===== src/rtl/regfile_sb_pkg.sv =====
// Shared widths and types for the register file / scoreboard slice.
// Imported by the interface, the counter and the top.
package regfile_sb_pkg;
  localparam int REG_ADDR_W = 3;
  localparam int XLEN       = 16;
  localparam int NREGS      = 8;

  typedef logic [REG_ADDR_W-1:0] reg_addr_t;
  typedef logic [XLEN-1:0]       xlen_t;
endpackage


===== src/rtl/regfile_sb_if.sv =====
// Bundle between decode/write-back (master) and regfile_sb (slave).
// Carries write-back, two read ports, issue request and status.
interface regfile_sb_if;
  import regfile_sb_pkg::*;

  logic      wb_valid_i;
  reg_addr_t wb_rd_i;
  xlen_t     wb_data_i;
  reg_addr_t rs1_addr_i;
  reg_addr_t rs2_addr_i;
  xlen_t     rs1_data_o;
  xlen_t     rs2_data_o;
  logic      rs1_busy_o;
  logic      rs2_busy_o;
  logic      issue_valid_i;
  reg_addr_t issue_rd_i;
  logic      issue_ready_o;
  logic      sb_err_o;

  modport master (
    output wb_valid_i, wb_rd_i, wb_data_i,
    output rs1_addr_i, rs2_addr_i,
    output issue_valid_i, issue_rd_i,
    input  rs1_data_o, rs2_data_o,
    input  rs1_busy_o, rs2_busy_o,
    input  issue_ready_o, sb_err_o
  );

  modport slave (
    input  wb_valid_i, wb_rd_i, wb_data_i,
    input  rs1_addr_i, rs2_addr_i,
    input  issue_valid_i, issue_rd_i,
    output rs1_data_o, rs2_data_o,
    output rs1_busy_o, rs2_busy_o,
    output issue_ready_o, sb_err_o
  );
endinterface


===== src/rtl/regfile_sb_counter.sv =====
// sb_counter: saturating up/down pending-writer counter.
// Ports: clk_i, rst_ni, i_inc, i_dec -> o_cnt, o_zero, o_full.
module sb_counter #(
  parameter int W = 2
) (
  input  logic         clk_i,
  input  logic         rst_ni,
  input  logic         i_inc,
  input  logic         i_dec,
  output logic [W-1:0] o_cnt,
  output logic         o_zero,
  output logic         o_full
);
  logic [W-1:0] r_cnt;
  logic         w_inc;
  logic         w_dec;

  assign o_zero = (r_cnt == '0);
  assign o_full = &r_cnt;

  // Ends are masked here so the count can never wrap.
  assign w_inc = i_inc && !o_full;
  assign w_dec = i_dec && !o_zero;

  always_ff @(posedge clk_i) begin
    if (!rst_ni) begin
      r_cnt <= '0;
    end else if (w_inc && !w_dec) begin
      r_cnt <= r_cnt + W'(1);
    end else if (w_dec && !w_inc) begin
      r_cnt <= r_cnt - W'(1);
    end
  end

  assign o_cnt = r_cnt;
endmodule


===== src/rtl/regfile_sb.sv =====
// 8x16 register file with write-through bypass and pending-write scoreboard.
// Ports: clk_i, rst_ni (sync, active low), bus (regfile_sb_if.slave).
module regfile_sb
  import regfile_sb_pkg::*;
#(
  parameter int PEND_W = 2
) (
  input  logic          clk_i,
  input  logic          rst_ni,
  regfile_sb_if.slave   bus
);
  xlen_t             r_regs [NREGS];
  logic              r_sb_err;
  logic [PEND_W-1:0] w_pend [NREGS];
  logic [NREGS-1:0]  w_zero;
  logic [NREGS-1:0]  w_full;
  logic [NREGS-1:0]  w_inc;
  logic [NREGS-1:0]  w_dec;
  logic              w_ready;
  logic              w_wb_live;
  logic              w_orphan;

  assign w_pend[0] = '0;
  assign w_zero[0] = 1'b1;
  assign w_full[0] = 1'b0;

  for (genvar r = 1; r < NREGS; r++) begin : g_cnt
    sb_counter #(.W(PEND_W)) u_cnt (
      .clk_i  (clk_i),
      .rst_ni (rst_ni),
      .i_inc  (w_inc[r]),
      .i_dec  (w_dec[r]),
      .o_cnt  (w_pend[r]),
      .o_zero (w_zero[r]),
      .o_full (w_full[r])
    );
  end

  assign w_wb_live = bus.wb_valid_i && (bus.wb_rd_i != '0);
  // x0 never fills, so ready here is purely registered state.
  assign w_ready   = !w_full[bus.issue_rd_i];
  assign w_orphan  = w_wb_live && w_zero[bus.wb_rd_i];

  always_comb begin
    w_inc = '0;
    w_dec = '0;
    for (int r = 1; r < NREGS; r++) begin
      w_inc[r] = bus.issue_valid_i && w_ready &&
                 (bus.issue_rd_i == reg_addr_t'(r));
      w_dec[r] = bus.wb_valid_i &&
                 (bus.wb_rd_i == reg_addr_t'(r));
    end
  end

  always_ff @(posedge clk_i) begin
    if (!rst_ni) begin
      for (int r = 0; r < NREGS; r++) begin
        r_regs[r] <= '0;
      end
      r_sb_err <= 1'b0;
    end else begin
      if (w_wb_live) begin
        r_regs[bus.wb_rd_i] <= bus.wb_data_i;
      end
      if (w_orphan) begin
        r_sb_err <= 1'b1;
      end
    end
  end

  function automatic xlen_t rd_val(reg_addr_t a);
    if (a == '0) return '0;
    if (bus.wb_valid_i && bus.wb_rd_i == a) return bus.wb_data_i;
    return r_regs[a];
  endfunction

  // A last writer committing now is covered by the bypass.
  function automatic logic busy(reg_addr_t a);
    logic last;
    last = (w_pend[a] == PEND_W'(1)) && bus.wb_valid_i &&
           (bus.wb_rd_i == a);
    return (a != '0) && !w_zero[a] && !last;
  endfunction

  always_comb begin
    bus.rs1_data_o = rd_val(bus.rs1_addr_i);
    bus.rs2_data_o = rd_val(bus.rs2_addr_i);
    bus.rs1_busy_o = busy(bus.rs1_addr_i);
    bus.rs2_busy_o = busy(bus.rs2_addr_i);
  end

  assign bus.issue_ready_o = w_ready;
  assign bus.sb_err_o      = r_sb_err;
endmodule


===== src/flat_wrapper.sv =====
// flat-port wrapper written by rule: the top's interface ports become plain ports
module regfile_sb_flat import regfile_sb_pkg::*;
#(
  parameter int PEND_W = 2
)
  (clk_i, rst_ni, bus_wb_valid_i, bus_wb_rd_i, bus_wb_data_i, bus_rs1_addr_i, bus_rs2_addr_i, bus_issue_valid_i, bus_issue_rd_i, bus_rs1_data_o, bus_rs2_data_o, bus_rs1_busy_o, bus_rs2_busy_o, bus_issue_ready_o, bus_sb_err_o);
  regfile_sb_if bus_i ();
  input  logic clk_i;
  input  logic rst_ni;
  input wire logic [$bits(bus_i.wb_valid_i)-1:0] bus_wb_valid_i;
  input wire logic [$bits(bus_i.wb_rd_i)-1:0] bus_wb_rd_i;
  input wire logic [$bits(bus_i.wb_data_i)-1:0] bus_wb_data_i;
  input wire logic [$bits(bus_i.rs1_addr_i)-1:0] bus_rs1_addr_i;
  input wire logic [$bits(bus_i.rs2_addr_i)-1:0] bus_rs2_addr_i;
  input wire logic [$bits(bus_i.issue_valid_i)-1:0] bus_issue_valid_i;
  input wire logic [$bits(bus_i.issue_rd_i)-1:0] bus_issue_rd_i;
  output wire logic [$bits(bus_i.rs1_data_o)-1:0] bus_rs1_data_o;
  output wire logic [$bits(bus_i.rs2_data_o)-1:0] bus_rs2_data_o;
  output wire logic [$bits(bus_i.rs1_busy_o)-1:0] bus_rs1_busy_o;
  output wire logic [$bits(bus_i.rs2_busy_o)-1:0] bus_rs2_busy_o;
  output wire logic [$bits(bus_i.issue_ready_o)-1:0] bus_issue_ready_o;
  output wire logic [$bits(bus_i.sb_err_o)-1:0] bus_sb_err_o;
  assign bus_i.wb_valid_i = bus_wb_valid_i;
  assign bus_i.wb_rd_i = bus_wb_rd_i;
  assign bus_i.wb_data_i = bus_wb_data_i;
  assign bus_i.rs1_addr_i = bus_rs1_addr_i;
  assign bus_i.rs2_addr_i = bus_rs2_addr_i;
  assign bus_i.issue_valid_i = bus_issue_valid_i;
  assign bus_i.issue_rd_i = bus_issue_rd_i;
  assign bus_rs1_data_o = bus_i.rs1_data_o;
  assign bus_rs2_data_o = bus_i.rs2_data_o;
  assign bus_rs1_busy_o = bus_i.rs1_busy_o;
  assign bus_rs2_busy_o = bus_i.rs2_busy_o;
  assign bus_issue_ready_o = bus_i.issue_ready_o;
  assign bus_sb_err_o = bus_i.sb_err_o;
  regfile_sb #(.PEND_W(PEND_W)) u_core (.clk_i(clk_i), .rst_ni(rst_ni), .bus(bus_i));
endmodule

===== config.mk =====
export PLATFORM = sky130hd
export DESIGN_NAME = regfile_sb_flat
export DESIGN_NICKNAME = d
export VERILOG_FILES = /design/src/rtl/regfile_sb_pkg.sv /design/src/rtl/regfile_sb_if.sv /design/src/rtl/regfile_sb_counter.sv /design/src/rtl/regfile_sb.sv /design/src/flat_wrapper.sv
export SDC_FILE = /design/constraint.sdc
export NUM_CORES = 1
export LEC_CHECK = 0
export CORE_MARGIN = 2
export CORE_UTILIZATION = 53
export DETAILED_ROUTE_END_ITERATION = 12
export PLACE_DENSITY = 0.79
export SKIP_LAST_GASP = 1
export SLEW_MARGIN = 20
export SYNTH_ARGS = -nofsm -noshare
export SYNTH_HDL_FRONTEND = slang
export SYNTH_SLANG_ARGS = --single-unit

===== constraint.sdc =====
create_clock -name clk_i -period 2.64 [get_ports clk_i]
set_clock_uncertainty 0.05 [all_clocks]
set_input_delay 0.528 -clock clk_i [delete_from_list [all_inputs] [get_ports clk_i]]
set_output_delay 0.528 -clock clk_i [all_outputs]
set_load 0.01 [all_outputs]

==> reports/qor.csv, run 1 <==
stage,metric,value,unit
run_status,status,"finished, violations left",
run_status,failing checks,setup timing,
floorplanning,FP Rows,46,
setup_path,WP data required,2.06,ns
floorplanning,die height,131.1,microns
global_routing,largest net degree at the start of global routing,25,
finish,nets,925,
routing,initial DRC count,858,
placed_design,detailed placement HPWL,17510,microns
sta,setup repair after global routing missed its margin,yes,
floorplanning,die area,0.01718,sq mm
yosys,mean area per synthesized cell,12.16,sq um
routing,routed vias,7302,
clock_network,clock sinks,143,
yosys,synth top area cells,"edfxtp_1, mux4_2, and2_1",
sta,Final Setup Violations,8,
clock_network,Clock Path Buffers,2,
yosys,Post-Synth Adder-Cell Area,0.01023,
routing,ANT nets after route,0,
sta,final hold viol count,0,
yosys,Post-synth top cells,"edfxtp_1, and2_1, mux2i_1",
setup_path,Arrival @ worst endpoint,2.16,ns
sta,min Tclk post-route,2.733,ns
yosys,Yosys reg bits,143,
power_and_ir_drop,PwrDens,547.4,mW/mm^2
finish,share of layout cells above drive strength 1,0.3426,
finish,Area growth syn-to-layout,32.27,%
yosys,post-synthesis compound-gate area fraction,0.1067,
clock_network,CTS tree,yes,
yosys,leading area contributor after synthesis,edfxtp_1,
sta,setup ws final,-0.09307,ns
power_and_ir_drop,Switch Pwr,1.755,mW
global_routing,first-pass GRT wire length,40930,microns
routing,first-pass iteration count of the detailed router,5,
yosys,largest family of logic cells by synthesized area,multiplexers,
clock_network,H-Tree Depth,4,
floorplanning,Die W,131.1,microns
sta,Final TNS setup,-0.3624,ns
power_and_ir_drop,clock power share,0.355,
floorplanning,Core Region,0.01583,sq mm
yosys,Yosys top cell area share,0.4490,
sta,Max Freq,0.3659,GHz
clock_network,number of hold buffers added after cts,0,
power_and_ir_drop,Final Power,6.199,mW
setup_path,Crit. Startpoint,bus_rs2_addr_i[0],
yosys,Post-Synth XOR/XNOR Area,0.02046,
routing,final WL,28100,microns
floorplanning,IO Pins,68,
worst_hold_path,hold wc startpoint,u_core.bus.sb_err_o,
yosys,synthesized netlist cell count,704,
clock_network,TritonCTS buffer count,17,
global_routing,GRT overflow,0,
power_and_ir_drop,internal power,4.444,mW
power_and_ir_drop,maximum vdd drop,488.4,uV
power_and_ir_drop,sequential power share,0.438,
placed_design,GP Congestion,0.9763,
routing,final routed DRC violation total,0,
finish,# fillers,983,
sta,fin. max-slew vios,0,
setup_path,worst setup path class,input pin to output port,
setup_path,crit start category,input pin,
sta,Hold WS,0.4447,ns
clock_network,Clock Latency Late Sink,0.42,ns
finish,fin util,0.7154,
yosys,most instantiated library cell after synthesis,edfxtp_1,
yosys,Yosys cell types,51,
setup_path,crit path max fanout,15,
global_routing,all-layer global routing usage,0.3237,
finish,post-route insts no fill,1115,
power_and_ir_drop,combinational fraction of design power,0.206,
worst_hold_path,HP Class,flop to flop,
clock_network,root buffer cell,clkbuf_16,
sta,slew margin rel.,0.1932,
yosys,post-synthesis mux area share,0.1747,
yosys,"Seq/Total Area, Yosys",0.4841,
finish,diode count,0,
global_routing,initial antenna violation count,0,
flow_run,number of max-cap violations,0,
yosys,"Top FF cell, synth",edfxtp_1,
sta,fin crit share,1.035,
setup_path,worst reg2reg path startpoint,u_core.g_cnt[5].u_cnt.o_cnt[0],
finish,cell area after layout,0.01132,sq mm
routing,vias per inst,6.549,
placed_design,Cells after DPL,1057,
placed_design,post-place setup slack,-0.8862,ns
yosys,Post-synth EDFFs,128,
yosys,Mapped Area,0.008561,sq mm
yosys,Yosys warning total,0,
sta,worst slew pin tran,1.206,ns
yosys,asr flop ratio synth,0,
clock_network,clk slew on worst S/H paths,0.06,ns
yosys,Synth Area in Simple Gates,0.1543,
placed_design,placed inst area,0.01031,sq mm
placed_design,IO buf count,67,
power_and_ir_drop,switch share,0.2831,
global_routing,vias in the first global route,7285,
routing,routed len/inst,25.20,microns
power_and_ir_drop,Leak,4.379,nW
floorplanning,Initial Utilization,0.5409,
setup_path,Worst setup EP type,output port,
-- path summary, 6_finish.rpt --
path | slack [ns] | cells after the start | endpoint
max | -0.09 | 7 | bus_rs2_data_o[13]
max reg2reg | 0.15 | 9 | u_core.g_cnt[4].u_cnt.o_cnt[1]
min | 0.44 | 2 | u_core.bus.sb_err_o
min reg2reg | 0.44 | 2 | u_core.bus.sb_err_o
-- power groups by stage --
stage | clock network, mW | registers (mW) | logic, mW
final | 2.20 | 2.72 | 1.28
after global routing | 2.29 | 2.73 | 1.33
after CTS | 2.19 | 2.70 | 1.20
after detailed placement | 0 | 2.74 | 1.16
after global placement | 0 | 2.72 | 1.12
after floorplan | 0 | 2.71 | 0.613
-- placed cells by master (no fill, tap or decap), types with 8 or more instances in the layout --
cell type and n:
o21ai_0 8, nor2_2 10, and2_1 112, clkdlybuf4s50_1 20, xor2_1 14, a211oi_2 17
buf_2 12, mux4_2 33, or3_1 10, o22ai_2 9, a211oi_1 23, mux2i_1 60
buf_4 105, dfxtp_1 11, a21oi_1 30, clkbuf_16 18, conb_1 16, o22ai_1 20
buf_12 26, nand2b_1 10, nor2_1 48, clkbuf_2 15, dlygate4sd2_1 8, nand2_1 10
a21oi_2 9, edfxtp_1 128
-- flip-flops by register name (all words and copies together) (netlist names) --
| name | flops |
|---|---|
| u_core.bus.sb_err_o | 1 |
| u_core.g_cnt.u_cnt.o_cnt | 14 |
| u_core.r_regs | 128 |
-- timing repair --
action,4_1_cts,5_1_grt
resized for setup,135,72
setup buffers,18,6
pin swaps,7,6
endpoints found under the setup margin,35,34
hold endpoints to repair,0,0
cloned,1,1
-- cells by family (layout without fill, tap and decap cells) --
family / Yosys count / in the layout
buffers and inverters: 61 / 241
AND/OR/NAND/NOR: 232 / 232
multiplexers: 100 / 100
AO/OA/AOI/OAI: 140 / 140
flip-flops: 143 / 143
other: 1 / 16
XOR/XNOR: 20 / 20
adder cells (fa/ha/maj): 7 / 7
-- per-layer routing --
| metal | up-vias | wire, microns | GRT usage |
|---|---|---|---|
| met5 | - | 0 | 0 |
| met4 | 0 | 1709 | 0.1564 |
| met3 | 164 | 3122 | 0.07670 |
| met2 | 610 | 13570 | 0.5498 |
| met1 | 3506 | 9698 | 0.3903 |
| li1 | 3022 | - | - |
-- critical path, cell delays in order --
cell and delay (ns):
buf_2 0.14, or2_1 0.27, buf_12 0.17, o22ai_1 0.32, a21oi_1 0.16, a211oi_1 0.26
dlygate4sd2_1 0.29
-- area by class of cell --
cell class | count | area, sq um | area share
Multi-Input combinational cell | 515 | 4377 | 0.3865
Sequential cell | 143 | 4149 | 0.3664
Timing Repair Buffer | 207 | 1983 | 0.1751
Clock inverter | 14 | 107.6 | 0.009503
Clock buffer | 18 | 429.2 | 0.03790
Tap cell | 216 | 270.3 | 0.02387
Inverter | 2 | 7.507 | 0.0006630
No activity file was read; power rests on OpenSTA's default activity.
==> run 2: changes to the inputs <==
--- a/config.mk
+++ b/config.mk
@@ -6,6 +6,9 @@
 export NUM_CORES = 1
 export LEC_CHECK = 0
+export CELL_PAD_IN_SITES_DETAIL_PLACEMENT = 2
+export CELL_PAD_IN_SITES_GLOBAL_PLACEMENT = 2
 export CORE_MARGIN = 2
-export CORE_UTILIZATION = 53
+export CORE_UTILIZATION = 37
+export CTS_CLUSTER_SIZE = 12
 export DETAILED_ROUTE_END_ITERATION = 12
 export PLACE_DENSITY = 0.79
==> constraint.sdc (replaced) <==
create_clock -name clk_i -period 2.64 [get_ports clk_i]
set_clock_uncertainty 0.05 [all_clocks]
set_input_delay 0.396 -clock clk_i [delete_from_list [all_inputs] [get_ports clk_i]]
set_output_delay 0.396 -clock clk_i [all_outputs]
set_load 0.01 [all_outputs]
==> reports/qor.csv, run 2 (synthesized netlist as in run 1, its figures left out) <==
stage,metric,value,unit,change
clock_network,number of hold buffers added after cts,0,,unchanged
finish,# fillers,2184,,+120%
sta,Hold WS,0.4474,ns,+0.002637 ns
placed_design,detailed placement HPWL,23030,microns,+32%
finish,most frequent cells in the layout,"edfxtp_1, and2_1, buf_4",,
power_and_ir_drop,maximum vdd drop,422.3,uV,-14%
finish,max reg flops,128,,unchanged
global_routing,GRT overflow,0,,unchanged
placed_design,GP Congestion,0.8170,,-16%
power_and_ir_drop,Leak,4.384,nW,+0.11%
sta,Final Setup Violations,1,,-7
finish,fin util,0.4979,,-0.2175
sta,worst slew pin tran,0.7575,ns,-0.4482 ns
flow_run,number of max-cap violations,0,,unchanged
routing,routed len/inst,31.80,microns,+26%
routing,initial DRC count,592,,-31%
routing,ANT nets after route,0,,unchanged
setup_path,Crit. Startpoint,bus_rs2_addr_i[2],,
floorplanning,die area,0.02437,sq mm,+42%
clock_network,Clock Latency Late Sink,0.44,ns,+0.02 ns
finish,nets,913,,-1.3%
setup_path,Arrival @ worst endpoint,2.20,ns,+0.04 ns
clock_network,root buffer cell,clkbuf_16,,
clock_network,clk slew on worst S/H paths,0.07,ns,about the same
setup_path,worst setup path class,input pin to output port,,
floorplanning,FP Rows,55,,+20%
setup_path,Worst setup EP type,output port,,
sta,min Tclk post-route,2.645,ns,-0.08805 ns
clock_network,CTS tree,yes,,
run_status,status,"finished, violations left",,
global_routing,first-pass GRT wire length,53290,microns,+30%
finish,Area growth syn-to-layout,32.08,%,
global_routing,vias in the first global route,8108,,+11%
clock_network,Clock Path Buffers,2,,unchanged
floorplanning,Die W,156.1,microns,+19%
sta,final hold viol count,0,,unchanged
sta,fin crit share,1.002,,-0.03335
setup_path,crit path max fanout,15,,unchanged
sta,slew margin rel.,0.4819,,+0.2887
setup_path,r2r worst-path depth,8,,-1
floorplanning,Core Region,0.02271,sq mm,+43%
setup_path,FF-to-FF setup slack,0.28,ns,+0.13 ns
routing,routed vias,7311,,+0.12%
floorplanning,IO Pins,68,,unchanged
routing,final WL,37240,microns,+33%
routing,first-pass iteration count of the detailed router,6,,+1
global_routing,largest net degree at the start of global routing,24,,-4.0%
routing,final routed DRC violation total,0,,unchanged
floorplanning,Initial Utilization,0.3770,,-0.1639
setup_path,Worst Setup EP,bus_rs2_data_o[10],,
sta,fin. max-slew vios,0,,unchanged
placed_design,post-place setup slack,-0.5467,ns,+0.3395 ns
setup_path,crit start category,input pin,,
clock_network,H-Tree Depth,4,,unchanged
finish,"Most flops, register",u_core.r_regs,,
placed_design,IO buf count,67,,unchanged
worst_hold_path,HP Class,flop to flop,,
finish,share of layout cells above drive strength 1,0.3194,,-0.02319
setup_path,worst reg2reg path startpoint,u_core.g_cnt[6].u_cnt.o_cnt[0],,
power_and_ir_drop,PwrDens,578.3,mW/mm^2,+5.6%
power_and_ir_drop,Final Power,6.539,mW,+5.5%
setup_path,RR Endpoint,u_core.g_cnt[6].u_cnt.o_cnt[1],,
clock_network,clock sinks,143,,unchanged
finish,"most common cell after layout, fill and taps aside",edfxtp_1,,
clock_network,TritonCTS buffer count,17,,unchanged
global_routing,initial antenna violation count,0,,unchanged
sta,setup ws final,-0.005021,ns,+0.08805 ns
global_routing,all-layer global routing usage,0.3017,,-0.02204
routing,vias per inst,6.243,,-4.7%
sta,Max Freq,0.3781,GHz,+3.3%
setup_path,WP data required,2.19,ns,+0.13 ns
floorplanning,die height,156.1,microns,+19%
run_status,failing checks,setup timing,,
finish,diode count,0,,unchanged
[run 2: worst min path at each step]
stage                              startpoint             endpoint  slack [ns]  cells past startpoint
after floorplan           u_core.bus.sb_err_o  u_core.bus.sb_err_o        0.42                      2
after global placement    u_core.bus.sb_err_o  u_core.bus.sb_err_o        0.42                      2
after detailed placement  u_core.bus.sb_err_o  u_core.bus.sb_err_o        0.42                      2
after CTS                 u_core.bus.sb_err_o  u_core.bus.sb_err_o        0.43                      2
after global routing      u_core.bus.sb_err_o  u_core.bus.sb_err_o        0.47                      2
final                     u_core.bus.sb_err_o  u_core.bus.sb_err_o        0.45                      2
[run 2: cell type report]
cell class | instances | area [sq um] | area share
Clock inverter | 14 | 153.9 | 0.01361
Timing Repair Buffer | 195 | 1896 | 0.1676
Clock buffer | 17 | 425.4 | 0.03762
Multi-Input combinational cell | 515 | 4322 | 0.3822
Tap cell | 285 | 356.6 | 0.03154
Inverter | 2 | 7.507 | 0.0006639
Sequential cell | 143 | 4146 | 0.3667
[run 2: worst max-delay path: stages]
cell	delay (ns)
dlygate4sd2_1	0.33
or2_1	0.31
buf_12	0.18
o22ai_1	0.25
a21oi_1	0.14
a211oi_2	0.28
clkdlybuf4s15_2	0.28
[run 2: metrics by stage]
step / TNS, ns / cells / area [sq um]
4_1_cts: -2.433 / 1164 / 11140
3_5_place_dp: -15.61 / 1125 / 10310
3_3_place_gp: -12.86 / 1125 / 10310
2_1_floorplan: 0 / 719 / 8617
5_1_grt: -0.04671 / 1171 / 11310
6_report: -0.005021 / 1171 / 11310
[run 2: layer usage]
metal	vias up	wire, microns	part of all wire	GRT usage
met2	393	19780	0.53	0.5504
li1	3005	-	-	-
met5	-	0	0	0
met4	0	1365	0.037	0.1263
met1	3804	13820	0.37	0.3470
met3	109	2278	0.061	0.05556
[run 2: where the power goes]
group          switching, mW  internal, mW
Sequential             0.113          2.62
Combinational          0.717         0.597
Clock                   1.16          1.33
[run 2: timing repair]
action,4_1_cts,5_1_grt
gates resized for setup,137,49
gates cloned,2,1
buffers inserted,6,6
setup endpoints to repair,34,35
pin swaps,2,10
